### src/rtl/diy_pkg.sv
// rtl/diy_pkg.sv - shared types and pad helpers for the DIY mole table
package diy_pkg;

  typedef enum logic [1:0] {
    ST_IDLE,
    ST_RECORDING,
    ST_DONE,
    ST_ABORT
  } diy_state_t;

  localparam int LOC_BITS = 3;

  localparam logic [LOC_BITS-1:0] PAD_UPLEFT    = 3'd0;
  localparam logic [LOC_BITS-1:0] PAD_UP        = 3'd1;
  localparam logic [LOC_BITS-1:0] PAD_UPRIGHT   = 3'd2;
  localparam logic [LOC_BITS-1:0] PAD_LEFT      = 3'd3;
  localparam logic [LOC_BITS-1:0] PAD_RIGHT     = 3'd4;
  localparam logic [LOC_BITS-1:0] PAD_DOWNLEFT  = 3'd5;
  localparam logic [LOC_BITS-1:0] PAD_DOWN      = 3'd6;
  localparam logic [LOC_BITS-1:0] PAD_DOWNRIGHT = 3'd7;

  function automatic logic is_onehot8(input logic [7:0] v);
    return (v != 8'd0) && ((v & (v - 8'd1)) == 8'd0);
  endfunction

  // Only meaningful for a one-hot vector; the highest set bit wins otherwise.
  function automatic logic [LOC_BITS-1:0] onehot8_to_index(input logic [7:0] v);
    logic [LOC_BITS-1:0] idx;
    idx = '0;
    for (int i = 0; i < 8; i++) begin
      if (v[i]) idx = LOC_BITS'(i);
    end
    return idx;
  endfunction

endpackage

### src/rtl/mole_table_ram.sv
// rtl/mole_table_ram.sv - simple dual-port entry table, synchronous write, registered read
module mole_table_ram #(
  parameter int DEPTH      = 64,
  parameter int INDEX_BITS = 8,
  parameter int WIDTH      = 26
) (
  input  logic                  clk,
  input  logic                  reset,
  input  logic                  we,
  input  logic [INDEX_BITS-1:0] wr_addr,
  input  logic [WIDTH-1:0]      wr_data,
  input  logic [INDEX_BITS-1:0] rd_addr,
  output logic [WIDTH-1:0]      rd_data
);

  localparam int AW = (DEPTH > 1) ? $clog2(DEPTH) : 1;

  logic [WIDTH-1:0] mem [DEPTH];

  always_ff @(posedge clk) begin
    if (we) mem[wr_addr[AW-1:0]] <= wr_data;
  end

  // Read samples the array before this edge's write lands, so a same-index
  // collision returns the old contents.
  always_ff @(posedge clk or posedge reset) begin
    if (reset) rd_data <= '0;
    else       rd_data <= mem[rd_addr[AW-1:0]];
  end

endmodule

### src/rtl/diy_recorder.sv
// rtl/diy_recorder.sv - captures pad steps as {music_address, location} entries
// during a DIY recording session and serves them by index for playback.
module diy_recorder
  import diy_pkg::*;
#(
  parameter int MAX_MOLES  = 64,
  parameter int INDEX_BITS = 8,
  parameter int ADDR_BITS  = 23,
  parameter int MIN_GAP    = 4096
) (
  input  logic                  clk,
  input  logic                  reset,
  input  logic                  record_enable,
  input  logic                  finish,
  input  logic                  upleft,
  input  logic                  up,
  input  logic                  upright,
  input  logic                  left,
  input  logic                  right,
  input  logic                  downleft,
  input  logic                  down,
  input  logic                  downright,
  input  logic [ADDR_BITS-1:0]  music_address,
  input  logic [INDEX_BITS-1:0] lookup_index,
  output logic [ADDR_BITS-1:0]  index_address,
  output logic [2:0]            index_location,
  output logic [INDEX_BITS-1:0] total_moles,
  output logic                  ready_to_use,
  output logic                  capture_pulse
);

  localparam int ENTRY_BITS = ADDR_BITS + LOC_BITS;
  localparam logic [ADDR_BITS:0]  GAP  = (ADDR_BITS+1)'(MIN_GAP);
  localparam logic [INDEX_BITS:0] FULL = (INDEX_BITS+1)'(MAX_MOLES);

  diy_state_t state, state_d;
  logic [INDEX_BITS-1:0] count, count_d;
  logic [ADDR_BITS-1:0]  last_address, last_address_d;
  logic                  ready_d;
  logic                  record_enable_q;
  logic [7:0]            pad_vec, pad_q, pad_prev;
  logic                  step, gap_ok, accept, last_slot;
  logic [INDEX_BITS-1:0] rd_index;
  logic [ENTRY_BITS-1:0] wr_data, rd_data;

  assign pad_vec = {downright, down, downleft, right, left, upright, up, upleft};

  // A step needs a full release beforehand and exactly one pad now.
  assign step      = (pad_prev == 8'd0) && is_onehot8(pad_q);
  assign gap_ok    = (count == '0) ||
                     ({1'b0, music_address} >= ({1'b0, last_address} + GAP));
  assign accept    = (state == ST_RECORDING) && record_enable && step && gap_ok;
  assign last_slot = (({1'b0, count} + (INDEX_BITS+1)'(1)) == FULL);

  always_ff @(posedge clk or posedge reset) begin
    if (reset) begin
      state           <= ST_IDLE;
      count           <= '0;
      last_address    <= '0;
      ready_to_use    <= 1'b0;
      capture_pulse   <= 1'b0;
      record_enable_q <= 1'b0;
      pad_q           <= 8'd0;
      pad_prev        <= 8'd0;
    end else begin
      state           <= state_d;
      count           <= count_d;
      last_address    <= last_address_d;
      ready_to_use    <= ready_d;
      capture_pulse   <= accept;
      record_enable_q <= record_enable;
      pad_q           <= pad_vec;
      pad_prev        <= pad_q;
    end
  end

  always_comb begin
    state_d        = state;
    count_d        = count;
    last_address_d = last_address;
    ready_d        = ready_to_use;
    case (state)
      ST_IDLE: begin
        if (record_enable && !record_enable_q) begin
          count_d = '0;
          ready_d = 1'b0;
          state_d = ST_RECORDING;
        end
      end
      ST_RECORDING: begin
        if (!record_enable) begin
          state_d = ST_ABORT;
        end else begin
          if (accept) begin
            count_d        = count + INDEX_BITS'(1);
            last_address_d = music_address;
          end
          // A finish coinciding with a step closes the table with that step included.
          if ((accept && last_slot) || (finish && (count_d != '0))) begin
            state_d = ST_DONE;
            ready_d = 1'b1;
          end
        end
      end
      ST_DONE: begin
        ready_d = 1'b1;
        if (!record_enable) state_d = ST_IDLE;
      end
      ST_ABORT: begin
        count_d = '0;
        ready_d = 1'b0;
        state_d = ST_IDLE;
      end
      default: state_d = ST_IDLE;
    endcase
  end

  assign wr_data  = {music_address, onehot8_to_index(pad_q)};
  assign rd_index = (lookup_index >= count) ? '0 : lookup_index;

  mole_table_ram #(
    .DEPTH      (MAX_MOLES),
    .INDEX_BITS (INDEX_BITS),
    .WIDTH      (ENTRY_BITS)
  ) u_table (
    .clk     (clk),
    .reset   (reset),
    .we      (accept),
    .wr_addr (count),
    .wr_data (wr_data),
    .rd_addr (rd_index),
    .rd_data (rd_data)
  );

  assign index_address  = rd_data[ENTRY_BITS-1:LOC_BITS];
  assign index_location = rd_data[LOC_BITS-1:0];
  assign total_moles    = count;

endmodule

### config.mk
export PLATFORM = sky130hd
export DESIGN_NAME = diy_recorder
export DESIGN_NICKNAME = d
export VERILOG_FILES = /design/src/rtl/diy_pkg.sv /design/src/rtl/mole_table_ram.sv /design/src/rtl/diy_recorder.sv
export SDC_FILE = /design/constraint.sdc
export NUM_CORES = 2
export LEC_CHECK = 0
export CAP_MARGIN = 5
export CORE_ASPECT_RATIO = 1.5
export CORE_UTILIZATION = 55
export CTS_CLUSTER_SIZE = 14
export DETAILED_ROUTE_END_ITERATION = 10
export GPL_ROUTABILITY_DRIVEN = 0
export PLACE_DENSITY = 0.81
export SLEW_MARGIN = 20
export SYNTH_ARGS = -nofsm -noshare
export SYNTH_HDL_FRONTEND = slang
export SYNTH_SLANG_ARGS = --single-unit
### constraint.sdc
create_clock -name clk -period 15.04 [get_ports clk]
set_input_delay 1.504 -clock clk [delete_from_list [all_inputs] [get_ports clk]]
set_output_delay 1.504 -clock clk [all_outputs]
set_load 0.02 [all_outputs]
==> impl_metrics.env <==
export IMPL_status="finished clean"
export IMPL_clock_skew_ns=0.0299
export IMPL_drtIter0Drc=9479
export IMPL_crit_path_frequent_cell="buf_4"
export IMPL_yosys_warnings=0
export IMPL_intPower_uw=7890
export IMPL_finalSetupViolations=0
export IMPL_hp_class="register to register"
export IMPL_syn_nets=4743
export IMPL_synth_simple_gate_area_share_pct=7.19
export IMPL_post_cts_setup_buffers=0
export IMPL_finalNetCount=4772
export IMPL_synth_top_family_by_area="compound AO/OA/AOI/OAI gates"
export IMPL_dp_cells=6232
export IMPL_cts_sinks=1742
export IMPL_die_w_um=294
export IMPL_cts_root_buf="clkbuf_16"
export IMPL_synth_area_leaders="edfxtp_1, o211ai_1, dfrtp_1, a21oi_1, nand3_1"
export IMPL_layout_drive_gt1_share_pct=13.2
export IMPL_vias=47100
export IMPL_synth_edf_count=1664
export IMPL_core_area_um2=127000
export IMPL_reg2reg_depth=15
export IMPL_synth_seq_area_share_pct=74.0
export IMPL_cp_arrival_ns=7.37
export IMPL_path_depth=14
export IMPL_synthMuxAreaShare_pct=3.28
export IMPL_start_util_pct=55.4
export IMPL_wl_mm=219
export IMPL_slew_viol_final=0
export IMPL_max_vdd_ir_drop_mv=0.0843
export IMPL_synthesis_area_um2=70200
export IMPL_route_detailed_drc=0
export IMPL_cts_tree="yes"
export IMPL_end_kind="register"
export IMPL_pwr_density_cell_nw_per_um2=139
export IMPL_critPathMaxStageDelay_ns=0.85
export IMPL_vias_per_cell=7.22
export IMPL_clk_latency_ns=0.80
export IMPL_portBuffers=78
export IMPL_postRouteAntennaNets=0
export IMPL_fin_tns_setup_ns=0
export IMPL_holdPathStages=0
export IMPL_wl_per_cell_um=33.6
export IMPL_dp_hpwl_mm=123
export IMPL_worst_slew_pin_slew_ns=1.30
export IMPL_numCtsBuffers=154
export IMPL_drt_first_pass_iters=8
export IMPL_startpoint_type="input port"
export IMPL_synthCells=4660
export IMPL_finalNonFillerCells=6521
export IMPL_core_rowCount=160
export IMPL_leakage_uw=0.0253
export IMPL_cts_resized=0
export IMPL_slew_headroom_pct=13.2
export IMPL_area_growth_pct=11.5
export IMPL_r2r_end="u_table.rd_data[18]"
export IMPL_die_h_um=439
export IMPL_path_clk_slew_ns=0.06
export IMPL_p_sw_share_pct=27.5
export IMPL_hold_violations=0
export IMPL_synth_top_area_share_pct=71.2
export IMPL_min_to="pad_prev[0]"
export IMPL_cts_buffer_depth=3
export IMPL_critPathKind="input port to register"
export IMPL_die_area_um2=129000
export IMPL_synth_top_cell_by_area="edfxtp_1"
export IMPL_grt_max_degree=156
export IMPL_worstPathCellList="clkdlybuf4s50_1 -> ha_1 -> a211oi_1 -> or2_2 -> o211ai_1 -> buf_4 -> buf_4 -> buf_4 -> nand2_1 -> buf_4 -> nand2_1 -> a21oi_1 -> nor4_1 -> nand3_1"
export IMPL_reg2reg_from="total_moles[5]"
export IMPL_grt_antenna_before_repair=20
export IMPL_grt_usage_pct=33.8
export IMPL_ios=79
export IMPL_ys_types=79
export IMPL_worstPathRequired_ns=15.63
export IMPL_max_freq_mhz=147
export IMPL_cap_violations=0
export IMPL_cts_hold_buf=0
export IMPL_synth_compound_area_share_pct=12.3
export IMPL_comb_power_share_pct=15.3
export IMPL_syn_avg_cell_area_um2=15.1
export IMPL_period_share_pct=45.1
export IMPL_path_max_fanout=74
export IMPL_async_flop_share_pct=4.48
export IMPL_hp_start="pad_q[0]"
export IMPL_p_clk_share_pct=34.7
export IMPL_path_delay_family="buffers and inverters"
export IMPL_period_minus_slack_ns=6.78
export IMPL_power_switching_uw=2990
export IMPL_synthXorXnorAreaFrac_pct=0.112
export IMPL_grt_pass1_vias=45200
export IMPL_synth_seq_cells=1742
export IMPL_critPathBufInv=5
export IMPL_critical_path_slowest_cell="nor4_1"
export IMPL_synth_fa_ha_area_share_pct=0.713
export IMPL_power_frac_seq_pct=50.0
export IMPL_htreeDepth=4
export IMPL_yosys_most_used_dff="edfxtp_1"
export IMPL_grt_overflow_total=0
export IMPL_reg2reg_setup_slack_ns=9.05
export IMPL_rsz0062_at_grt="no"
export IMPL_grt_pass1_wl_mm=311
[placed cells by master, fill, tap and decap left out, types with 56 or more instances in the layout]
cell type,instances
a2111o_1,56
a211oi_1,116
a21oi_1,313
and3_1,103
buf_4,171
clkbuf_1,70
clkbuf_16,159
dfrtp_1,78
edfxtp_1,1664
mux2_2,98
mux2i_1,98
nand2_1,206
nand3_1,310
nor2_1,123
nor4_1,96
o211ai_1,274
o21ai_0,101
o221ai_1,83
o22ai_1,74
[synthesized netlist by cell type, types with 10 or more instances]
cell and n:
a2111o_1 56, a211oi_1 118, a21boi_0 20, a21o_1 19, a21oi_1 314, a31oi_1 29
a32o_1 42, and3_1 103, buf_1 34, buf_2 47, clkbuf_1 290, dfrtp_1 78
edfxtp_1 1664, ha_1 40, inv_1 36, mux2_2 98, mux2_4 10, mux2i_1 98
nand2_1 209, nand3_1 311, nand4_1 12, nor2_1 123, nor3_1 75, nor4_1 139
o211ai_1 274, o21ai_0 102, o221ai_1 83, o22ai_1 77, o32ai_1 18
[kinds of logic (layout without fill, tap and decap cells)]
group / count (synthesis) / after routing
XOR/XNOR: 9 / 9
other: 0 / 8
AO/OA/AOI/OAI: 1232 / 1232
AND/OR/NAND/NOR: 1009 / 1009
flip-flops: 1742 / 1742
adder cells (fa/ha/maj): 40 / 40
buffers and inverters: 416 / 568
multiplexers: 212 / 212
[layer usage]
metal | global-route usage (%) | wire length (um)
met1 | 40.8 | 69400
met2 | 52.2 | 100000
met3 | 8.31 | 28800
met4 | 26.4 | 20400
met5 | 0 | 80
[sequential cells by signal (all words and copies together), names as in the netlist]
register / cells
record_enable_q: 1
last_address: 23
total_moles: 8
u_table.rd_data: 26
ready_to_use: 1
u_table.mem: 1664
pad_q: 8
pad_prev: 8
state: 2
capture_pulse: 1
[how the worst max path moves through the flow]
stage / slack, ns / end / start
6_report: 8.26 / u_table.rd_data[18] / lookup_index[4]
5_1_grt: 8.17 / u_table.rd_data[6] / lookup_index[4]
4_1_cts: 8.48 / u_table.rd_data[6] / lookup_index[4]
3_5_place_dp: 7.59 / u_table.rd_data[6] / lookup_index[4]
3_3_place_gp: 7.11 / u_table.rd_data[17] / lookup_index[4]
2_1_floorplan: 9.01 / u_table.mem[34][0] / music_address[5]
[final cells by class]
class                           count  area [um^2]
Sequential cell                  1742        51900
Antenna cell                        8         20.0
Timing Repair Buffer              251         2000
Clock buffer                      238         4370
Multi-Input combinational cell   2502        17300
Inverter                           38          150
Clock inverter                     41          328
Tap cell                         1701         2130
Fill cell                        8540        48500
[per-stage QoR]
step           total power, uW  util (%)  hold slack [ns]  instance area, um^2  setup WS, ns
6_report                 10900      61.7            0.477                78200          8.26
2_1_floorplan             6460         -            0.413                70200          9.01
4_1_cts                  10800      61.6            0.479                78100          8.48
5_1_grt                  11100      61.7            0.500                78200          8.17
3_5_place_dp              7140      57.9            0.466                73400          7.59
3_3_place_gp              7100      57.9            0.462                73400          7.11
[power by group through the flow]
stage / Sequential (uW) / Combinational [uW] / Clock [uW]
6_report: 5440 / 1670 / 3780
5_1_grt: 5440 / 1730 / 3950
4_1_cts: 5440 / 1610 / 3770
3_5_place_dp: 5540 / 1600 / 0
3_3_place_gp: 5540 / 1550 / 0
2_1_floorplan: 5530 / 927 / 0
No activity file was read; power rests on OpenSTA's default activity.
